## config.mk

```make
export PLATFORM = sky130hd
export DESIGN_NAME = alu_share_ctrl
export DESIGN_NICKNAME = d
export VERILOG_FILES = /design/src/rtl/alu_share_ctrl.sv
export SDC_FILE = /design/constraint.sdc
export NUM_CORES = 1
export LEC_CHECK = 0
export CAP_MARGIN = 20
export CORE_MARGIN = 1
export CORE_UTILIZATION = 24
export CTS_CLUSTER_DIAMETER = 50
export DETAILED_ROUTE_END_ITERATION = 7
export GPL_TIMING_DRIVEN = 0
export PLACE_DENSITY = 0.64
export SLEW_MARGIN = 10
export SYNTH_ARGS = -nofsm -noshare
export SYNTH_HDL_FRONTEND = slang
export SYNTH_SLANG_ARGS = --single-unit
```

## constraint.sdc

```tcl
create_clock -name clk -period 5.15 [get_ports clk]
set_clock_uncertainty 0.15 [all_clocks]
set_input_delay 0.515 -clock clk [delete_from_list [all_inputs] [get_ports clk]]
set_output_delay 0.515 -clock clk [all_outputs]
set_load 0.01 [all_outputs]
```

## src/rtl/alu_share_ctrl.sv

```systemverilog
// alu_share_ctrl: round-robin sharing of one combinational ALU among NREQ requesters
//   req_*  : per-requester valid/ready request channel (aluop, porta, portb packed by index)
//   resp_* : per-requester valid/ready response channel, shared registered result and flags
//   alu_*  : operands out to the external ALU, result and flags back from it
//   busy   : sequencer not idle; op_count: completed responses, wrapping
module alu_share_ctrl #(
  parameter int NREQ = 2,
  parameter int CNTW = 16
) (
  input  logic               clk,
  input  logic               rst,
  input  logic [NREQ-1:0]    req_valid,
  output logic [NREQ-1:0]    req_ready,
  input  logic [NREQ*4-1:0]  req_aluop,
  input  logic [NREQ*32-1:0] req_porta,
  input  logic [NREQ*32-1:0] req_portb,
  output logic [NREQ-1:0]    resp_valid,
  input  logic [NREQ-1:0]    resp_ready,
  output logic [31:0]        resp_portout,
  output logic               resp_zero,
  output logic               resp_negative,
  output logic               resp_overflow,
  output logic [3:0]         alu_aluop,
  output logic [31:0]        alu_porta,
  output logic [31:0]        alu_portb,
  input  logic [31:0]        alu_portout,
  input  logic               alu_zero,
  input  logic               alu_negative,
  input  logic               alu_overflow,
  output logic               busy,
  output logic [CNTW-1:0]    op_count
);
  localparam int IW = (NREQ > 2) ? 2 : 1;
  typedef enum logic [1:0] {IDLE, EXEC, RESP} state_t;
  state_t state_q, state_d;
  logic [IW-1:0] ptr_q, ptr_d, owner_q, owner_d, win, idx;
  logic found, hs_req, hs_resp;
  logic [3:0] op_q, op_d;
  logic [31:0] a_q, a_d, b_q, b_d, out_q, out_d;
  logic z_q, z_d, n_q, n_d, v_q, v_d;
  logic [CNTW-1:0] cnt_q, cnt_d;
  // search starts just after the last winner so every requester gets a turn
  always_comb begin
    found = 1'b0;
    win = ptr_q;
    idx = '0;
    for (int k = 1; k <= NREQ; k++) begin
      idx = IW'((int'(ptr_q) + k) % NREQ);
      if (!found && req_valid[idx]) begin
        found = 1'b1;
        win = idx;
      end
    end
  end
  assign hs_req = state_q == IDLE && found;
  assign hs_resp = state_q == RESP && resp_ready[owner_q];
  always_comb begin
    state_d = hs_req ? EXEC : state_q == EXEC ? RESP : hs_resp ? IDLE : state_q;
    ptr_d = hs_req ? win : ptr_q;
    owner_d = hs_req ? win : owner_q;
    op_d = hs_req ? req_aluop[4*win +: 4] : op_q;
    a_d = hs_req ? req_porta[32*win +: 32] : a_q;
    b_d = hs_req ? req_portb[32*win +: 32] : b_q;
    out_d = state_q == EXEC ? alu_portout : out_q;
    z_d = state_q == EXEC ? alu_zero : z_q;
    n_d = state_q == EXEC ? alu_negative : n_q;
    v_d = state_q == EXEC ? alu_overflow : v_q;
    cnt_d = cnt_q + CNTW'(hs_resp);
  end
  always_ff @(posedge clk or posedge rst) begin
    if (rst) begin
      state_q <= IDLE;
      ptr_q <= IW'(NREQ - 1);
      owner_q <= '0;
      op_q <= '0;
      a_q <= '0;
      b_q <= '0;
      out_q <= '0;
      z_q <= 1'b0;
      n_q <= 1'b0;
      v_q <= 1'b0;
      cnt_q <= '0;
    end else begin
      state_q <= state_d;
      ptr_q <= ptr_d;
      owner_q <= owner_d;
      op_q <= op_d;
      a_q <= a_d;
      b_q <= b_d;
      out_q <= out_d;
      z_q <= z_d;
      n_q <= n_d;
      v_q <= v_d;
      cnt_q <= cnt_d;
    end
  end
  assign busy = state_q != IDLE;
  assign req_ready = hs_req ? NREQ'(1) << win : '0;
  assign resp_valid = state_q == RESP ? NREQ'(1) << owner_q : '0;
  assign alu_aluop = busy ? op_q : '0;
  assign alu_porta = busy ? a_q : '0;
  assign alu_portb = busy ? b_q : '0;
  assign resp_portout = out_q;
  assign resp_zero = z_q;
  assign resp_negative = n_q;
  assign resp_overflow = v_q;
  assign op_count = cnt_q;
endmodule

```

=== Word level (Yosys, flattened, before mapping) ===
Index checks and enable logic that the tools add are counted.

* Flip-flop bits (word level): 123
* Output and inout port bits: 124
* Bits of input ports: 177

* $lt $le $gt $ge: 3
* Mux-type cells: 18
* Add/subtract/negate cells: 3
* Eq/ne operators: 2
* Reduce and logical (&&, ||, !) cells: 7
* Shifts and indexed selects: 5

{| class="wikitable"
|+ Operator list
! cell !! count
|-
| 64-bit by 7-bit indexed part select with 32-bit output || 2
|-
| 32-bit 2-to-1 mux || 2
|-
| 16-bit by 1-bit adder with 16-bit output || 1
|-
| 1-bit 2-to-1 mux || 10
|-
| 2-bit 2-to-1 mux || 5
|-
| 8-bit by 4-bit indexed part select with 4-bit output || 1
|-
| 1-bit by 2-bit less-than comparator with 1-bit output, second input constant || 3
|-
| 4-bit 2-to-1 mux || 1
|-
| 1-bit by 1-bit left shift with 2-bit output, first input constant || 2
|-
| 1-bit logical AND || 3
|-
| 3-bit nonzero test || 1
|-
| 1-bit adder, second input constant || 2
|-
| 2-bit by 1-bit == test with 1-bit output, second input constant || 1
|-
| 2-bit == test, second input constant || 1
|-
| 2-bit zero test || 1
|-
| 2-bit nonzero test || 1
|-
| 1-bit zero test || 1
|}

=== Logic depth before layout (Yosys ltp) ===
Gate-level depths: netlist (run 1).

* Depth in word-level cells: 9
* Mapped depth: 7
* Mapped depth without buffers: 7

=== Worst setup path before layout (run 1) ===
Ideal clock, no wire load.

* Path type: flip-flop to flip-flop
* From: register state_q[0]
* To: register cnt_q[14] (netlist: op_count[14])
* Stages on the path, launching flop included: 8
* Setup time: 79 ps
* Data required time: 4921 ps
* Arrival: 1960 ps
* Setup slack: 2960 ps
* Cell sequence: dfrtp_1 -> nor3b_1 -> a22o_1 -> ha_1 -> ha_1 -> nand4_1 -> nor4_1 -> xor2_1

* Word-level cells in the longest chain between the ends: 3

{| class="wikitable"
|+ Ends and longest elaborated chain
! item !! line !! text
|-
| from (decl) || 35 || <nowiki>state_t state_q, state_d;</nowiki>
|-
| from (signal assigned) || 84 || <nowiki>state_q <= state_d;</nowiki>
|-
| 2-bit == test || 56 || <nowiki>assign hs_resp = state_q == RESP && resp_ready[owner_q];</nowiki>
|-
| 1-bit logical AND || 56 ||
|-
| 16-bit by 1-bit adder with 16-bit output || 68 || <nowiki>cnt_d = cnt_q + CNTW'(hs_resp);</nowiki>
|-
| named net cnt_d[14] || 41 || <nowiki>logic [CNTW-1:0] cnt_q, cnt_d;</nowiki>
|-
| to (signal assigned) || 94 || <nowiki>cnt_q <= cnt_d;</nowiki>
|-
| to (decl) || 41 ||
|}

The timed path passes the listed nets, and every way through them passes these cells.
A chain may end at the register's enable or synchronous reset.

=== Final worst setup path (run 1) ===
* From: register state_q[0]
* To: output alu_portb[18]

* Word-level cells in the longest chain between the ends: 2

{| class="wikitable"
|+ Ends and longest elaborated chain
! item !! line !! text
|-
| 2-bit nonzero test || 97 || <nowiki>assign busy = state_q != IDLE;</nowiki>
|-
| 32-bit 2-to-1 mux || 102 || <nowiki>assign alu_portb = busy ? b_q : '0;</nowiki>
|-
| to (decl) || 25 || <nowiki>output logic [31:0] alu_portb,</nowiki>
|}

Every way passes these cells.

==> run summary, run 1 <==
The met3 capacity usage during global routing is 4.626%. The standard cell area after detailed placement is a little over 9000 µm². The largest net degree at the start of global routing is between 60 and 70. The worst setup path is captured at an output port. Wires add up to ~20 mm. The count of flip-flops with a built-in enable after synthesis came out at 0. The global-route wire length before repair came out at 30.56 mm.

The fraction of registers with async set/reset came out at 100.0%. After global routing, the most crowded layer is met2. The critical path data required time is 4490 ps. The post-detailed-placement half-perimeter wirelength came out at 14.88 mm. The hold path startpoint is op_count[15]. The number of cells in the design after placement is 1090. The element type at the critical path start is a register. The sum of internal, switching and leakage power came out at roughly 5.6 mW. Clock tree synthesis inserted a total of 17 buffers. After clock tree synthesis, the clock-pin slew on the worst setup and hold paths is 60 ps. The post-layout utilization of the core came out at 41.59%. The post-route non-filler standard cell count came out at 1124. Setup repair after global routing left no endpoint under its margin.

Each instance of the synthesized netlist takes up on average 12.29 µm². The signed area change from the synthesized netlist to the final layout is 69.47%. The clock latency on the worst-skew pair is about 400 ps. The synthesized design spends more area on one cell type than any other, namely dfrtp_1. The data arrival time at the worst-slack endpoint came out at ~2800 ps. The startpoint identified for the worst register-to-register timing path is state_q[0].

The number of buffers on the longest clock path is 2. The DRC violation total after the first TritonRoute iteration is 172. The top flip-flop cell by instance count after synthesis is dfrtp_1. After clock tree synthesis, the setup repair step added 0 buffers. The count of antenna-violating nets left after detailed routing is 0. By area the synthesized netlist is led by dfrtp_1 53%, a221o_1 12%, a21boi_0 8.8%. The DRC violations left came out at 0. The fraction of synthesized cell area taken by the top area cell type came out at between 50% and 60%.

Max-cap violations in this run came to 0. The level count of the clock H-tree is 4. The path type of the worst min-delay path is reg -> reg. The analysis attributes to cell leakage a power of 3.998 nW.

The starting utilization of the core area came out at about a quarter. The actual transition at the worst max-transition pin is 604.1 ps. After floorplanning, the core was divided into 56 placement rows.

The final-stage net count came out at 970. The total global routing track utilization is 16.47%. Global routing used about a fifth of the available met1 tracks. The number of global-route vias before repair is 5367. The number of primary I/O pins came out at 301. For this run, global-route usage on met2 was measured as between 20% and 30%.

By count the netlist is led by 122 x dfrtp_1, 68 x a21boi_0, 68 x a221o_1, 68 x and2_1, 35 x mux2_2. The region available for standard cell placement spans 23540 µm². The worst path in the final design needs a cycle of 3478 ps, including I/O delays and setup. The proportion of synthesized chip area in sequential cells came out at between 50% and 60%.

The clock sink count is ~120. Synthesis produced a netlist whose cell count is 470. The critical path starts at state_q[0]. The register bit count reported by yosys came out at between 100 and 150. TritonCTS built the clock tree. The net count after synthesis is 650. Power spread over the standard cell area amounts to 572.2 nW/µm². The worst setup path is of the reg -> out kind. Setup violations remaining at the end of the flow were counted as 0. The die area is 24700 µm². The post-cts gate resize count came out at 0.

The number of I/O port buffers is 300. Based on the critical path, the design can be clocked at up to 287.5 MHz. In the routed layout, each cell is associated on average with a via count of between 4 and 5. The number of antenna violations at the first check in global routing is 0. The number of failing hold endpoints at the final stage came out at 0. The proportion of layout cells with a drive suffix above 1 came out at 11.83%. The count of cell types in the netlist came out at 32. The most common cell in the synthesized netlist is dfrtp_1.

The Yosys step of the flow raised 0 warnings. Global routing finished with a remaining overflow of 0. In the final routed layout, each cell accounts on average for between 15 and 20 µm.

The run finished with clean final reports. The detailed-routing iteration count for the pre-antenna-repair pass is 4. The final count of pins violating max slew came out at 0.

After layout, the worst path uses 67.53% of the clock period. The number of hold buffers added after CTS was 0. The worst relative slew slack came out at roughly three fifths. From left edge to right edge, the die measures 157.2 µm. For the final routed database, the setup TNS stands at 0 ps.

In this run the worst path has a maximum fanout of 10. Routability-driven placement finished with a final weighted congestion of around 0.74. The post-route cell area came out at approximately 9800 µm². The synthesized cell area is 5778 µm².

The die span in y is 157.2 µm. CTS placed an instance of clkbuf_16 at the clock tree root. The maximum ir drop on the vdd rail is between 0.2 and 0.25 mV. For this block, the via count after detailed routing is 5067.
## area by class of cell
type                       instances  area (µm²)
antenna                            2       5.005
buffer                            43       270.3
clock buffer                      18       439.2
clock inverter                    14       135.1
fill                            2353       13750
inverter                           6       27.53
multi-input combinational        298        2406
sequential                       123        3079
tap                              319       399.1
timing repair buffer             301        3030
## layer usage
metal	part of all wire, %	routed length (µm)	up-vias
li1	-	-	2398
met1	42	8472	2455
met2	49	9848	200
met3	7.2	1443	14
met4	1.5	295	0
met5	0	0	-
## sequential cells by signal, indices dropped and copies added (netlist names)
name           cells
owner_q            1
op_q               4
state_q            2
b_q               32
resp_negative      1
op_count          16
ptr_q              1
resp_portout      32
a_q               32
resp_overflow      1
resp_zero          1
## final timing paths
kind,slack (ps),cells past startpoint,endpoint
max in group asynchronous,3700,3,b_q[25]
min in group asynchronous,400,2,resp_portout[15]
worst max-delay path,1670,7,alu_portb[18]
worst min register to register,320,1,op_count[15]
worst min-delay path,320,1,op_count[15]
worst max register to register,2810,7,op_count[14]
## critical path, stage by stage, from the launching register on
cell and delay, ps:
dfrtp_1 430, nor2_2 80, buf_6 150, inv_2 160, clkbuf_1 440, clkbuf_1 360, and2_1 210, clkdlybuf4s50_1 540
## cell families (layout without fill, tap and decap cells)
kind of cell / count (synthesis) / in the layout / share of synthesized area (%)
xor gates and xnor gates: 14 / 14 / 2.122
buffers and inverters: 49 / 382 / 5.067
muxes: 36 / 36 / 6.994
DFF: 123 / 123 / 53.29
other: 0 / 2 / 0
AOI/OAI and AO/OA: 140 / 140 / 21.09
adders and majority gates: 3 / 3 / 0.6497
and+or+nand+nor: 105 / 105 / 10.78
## stage by stage
stage / setup slack, ps / hold WS [ps]
floorplan: 1216 / 349.5
global placement: -1015 / 307.4
detailed placement: 1996 / 319.9
CTS: 1533 / 330.8
global route: 1467 / 361.5
finish: 1672 / 324.3
## report_power, final
part	total, mW	internal (mW)	leakage (nW)	switching (mW)
Sequential	1.63	1.41	1.50	0.224
Combinational	2.79	1.62	2.23	1.16
Clock	1.19	0.687	0.271	0.498
## placed cells by master (no fill, tap or decap), types with 2 or more instances in the layout
master,count
a21boi_0,68
a21oi_1,2
a221o_1,68
and2_1,68
and3_1,2
buf_2,9
buf_6,10
buf_8,2
clkbuf_1,22
clkbuf_16,17
clkdlybuf4s50_1,300
clkinv_4,2
clkinvlp_4,4
dfrtp_1,122
diode_2,2
ha_1,3
inv_1,4
inv_6,7
mux2_2,35
nand2_1,7
nand3_1,4
nand4_1,5
nor2_1,5
nor3_1,3
nor4_1,5
xnor2_1,5
xor2_1,9
Note: power is estimated with default switching activity, not from simulation.
==> run 2, diff against run 1 <==
- clock period: 5.15 -> 3.53 ns (I/O delays scaled with it)
==> run summary, run 2 (synthesis results as in run 1) <==
The run finished with clean final reports. The total number of vias is between 5000 and 6000. The final count of pins violating max slew came out at 0. The number of primary I/O pins came out at 301.

The routed design could run at a clock period as short as 3077 ps. The met1 track demand over resource is 20.09%. The leakage power is 4.016 nW.

The sequential cell area in the final layout is 3079 µm². The number of cell rows came out at between 50 and 60. The DRC violation total after the first TritonRoute iteration is 130.

The number of failing hold endpoints at the final stage came out at 0. The global-route wire length before repair is 30.34 mm. In this run, CTS created clock tree buffers numbering 17. The cell area power density is between 800 and 900 nW/µm². The number of cells in the design after placement is 1092. The multi-input gate area in the final layout came out at between 2000 and 2500 µm². The width of the chip came out at 157.2 µm.

The clock-pin slew on the worst setup and hold paths came out at 60 ps. The floorplan step defined a die boundary enclosing around 25000 µm². The final global-route overflow total came out at 0.

Per report_power, the combinational group accounts for 49.8% of the total. The library cell used most frequently in the layout, excluding fill and tap cells, is clkdlybuf4s50_1. The H-tree generated during clock tree synthesis spans 4 levels. The clock latency on the worst-skew pair came out at 410 ps.

The min-delay analysis places its worst path in the category in -> async. The number of antenna violations at the first check in global routing is 0. The largest net degree at the start of global routing is 34. The total global routing track utilization came out at 16.46%. The signed area change from the synthesized netlist to the final layout is 69.88%. The data arrival time at the worst-slack endpoint came out at 2570 ps. The highest attainable clock frequency came out at 325.0 MHz.

The tree is rooted in a clkbuf_16. The worst setup path is captured at an output port. The share of power burned in the clock network came out at 21.1%.

In the layout the commonest cells are 300 x clkdlybuf4s50_1, 122 x dfrtp_1, 68 x a21boi_0, 68 x a221o_1, 68 x and2_1. STA classifies the critical path startpoint as a register. Per report_power, the sequential group accounts for 29.0% of the total. Setup repair after global routing left no endpoint under its margin.

The global placer's final weighted congestion came out at 0.7843. TritonCTS built the clock tree. The number of antenna diodes in the final layout is 0. For this run, global-route usage on met3 was measured as 5.286%. For this design, the sink count on the clock tree is 123. The layer flagged by global routing as most heavily used is met2. The post-route non-filler standard cell count is approximately 1100. The number of I/O port buffers came out at 300. The switching share of power came out at about a third. The critical path start-end classification is reg -> out.

The worst setup slack for register-to-register paths is between 1000 and 1500 ps. The core region is 23540 µm². The layout has 2317 filler cells. After detailed routing, the total wire length is around 20 mm. Setup violations remaining at the end of the flow were counted as 0. The number of setup buffers added after CTS is 0. The internal portion of the total power is 5.426 mW. The total net switching power is 2.712 mW. The die span in y is 157.2 µm. The critical path data required time is 3030 ps. The final critical path takes up 87.18% of the cycle.

Once the floorplan was initialized, standard cells occupied 24.54% of the core. The ratio of routed vias to standard cells is 4.512. The count of antenna-violating nets left after detailed routing came out at 0. For the pin with the worst max-slew slack, the measured transition is 750.3 ps. The met2 capacity usage during global routing is 26.91%. The detailed-routing iteration count for the pre-antenna-repair pass came out at 4. The count of maximum capacitance violations is 0.

The maximum ir drop on the vdd rail is 0.3209 mV. The number of global-route vias before repair is 5330. The maximum net fanout on the critical path is 15. The number of buffers on the longest clock path came out at 2. The worst relative slew slack came out at 49.87%. Dividing the detail-routed wire length by the instance count gives between 15 and 20 µm. The final-stage net count is 971. Detailed placement ended at an HPWL of 14.91 mm. The DRC violations left came out at 0. For the final routed database, the setup TNS stands at 0 ps. In the final layout, the share of cells above drive strength 1 is 12.06%.
-- run 2: cell count changes in the layout (fill, tap and decap cells not counted) --
cell	before	now
buf_12	0	3
buf_16	1	0
clkbuf_1	22	21
clkinv_2	1	2
clkinv_4	2	4
clkinvlp_4	4	3
diode_2	2	0
inv_6	7	4
inv_8	0	1
-- run 2: worst max-delay path, stage by stage (launching register included) --
cell             delay, ps
dfrtp_1                430
nor2_2                  80
buf_6                  150
inv_2                  240
clkbuf_1               460
and2_1                 250
clkdlybuf4s50_1        560
-- run 2: metal layers --
metal / vias to the layer above / wire, µm
met3: 20 / 1654
met4: 0 / 399
met2: 205 / 9453
li1: 2393 / -
met5: - / 0
met1: 2449 / 8362
-- run 2: worst paths after layout --
check | start | end | cells after the start
worst max register to register | state_q[0] | op_count[14] | 7
worst min register to register | op_count[15] | op_count[15] | 1
worst min-delay path | rst | resp_portout[7] | 2
worst max-delay path | state_q[0] | alu_porta[25] | 6
max in group asynchronous | rst | ptr_q | 3
min in group clk | op_count[15] | op_count[15] | 1
-- run 2: layout make-up --
type                       count  area share, %
clock buffer                  18          4.474
buffer                        42          2.715
tap                          319          4.066
sequential                   123          31.37
inverter                       6         0.2677
multi-input combinational    298          24.51
timing repair buffer         303          31.20
clock inverter                14          1.389
-- run 2: power groups by stage --
stage / sequential, mW / clock [mW] / combinational (mW)
6_report: 2.36 / 1.72 / 4.06
4_1_cts: 2.37 / 1.77 / 4.15
3_5_place_dp: 2.39 / 0 / 4.13
5_1_grt: 2.45 / 1.83 / 4.41
3_3_place_gp: 2.37 / 0 / 4.10
2_1_floorplan: 2.43 / 0 / 1.97
-- run 2: metrics by stage --
stage | instance area (µm²) | power (mW) | utilization, % | setup slack (ps) | hold slack (ps)
4_1_cts | 9819 | 8.297 | 41.71 | 61.17 | 288.0
5_1_grt | 9816 | 8.687 | 41.69 | 132.7 | 330.2
2_1_floorplan | 5782 | 4.403 | - | 1340 | 348.2
3_5_place_dp | 9244 | 6.520 | 39.26 | 519.2 | 308.3
6_report | 9816 | 8.138 | 41.69 | 452.6 | 285.2
3_3_place_gp | 9184 | 6.471 | 39.01 | 133.4 | 307.1
-- run 2: repair_timing --
| action | in CTS | in global routing |
|---|---|---|
| hold buffers | 0 | 0 |
| endpoints found under the setup margin | 0 | 8 |
| hold endpoints to repair | 0 | 0 |
| resized for setup | 0 | 0 |
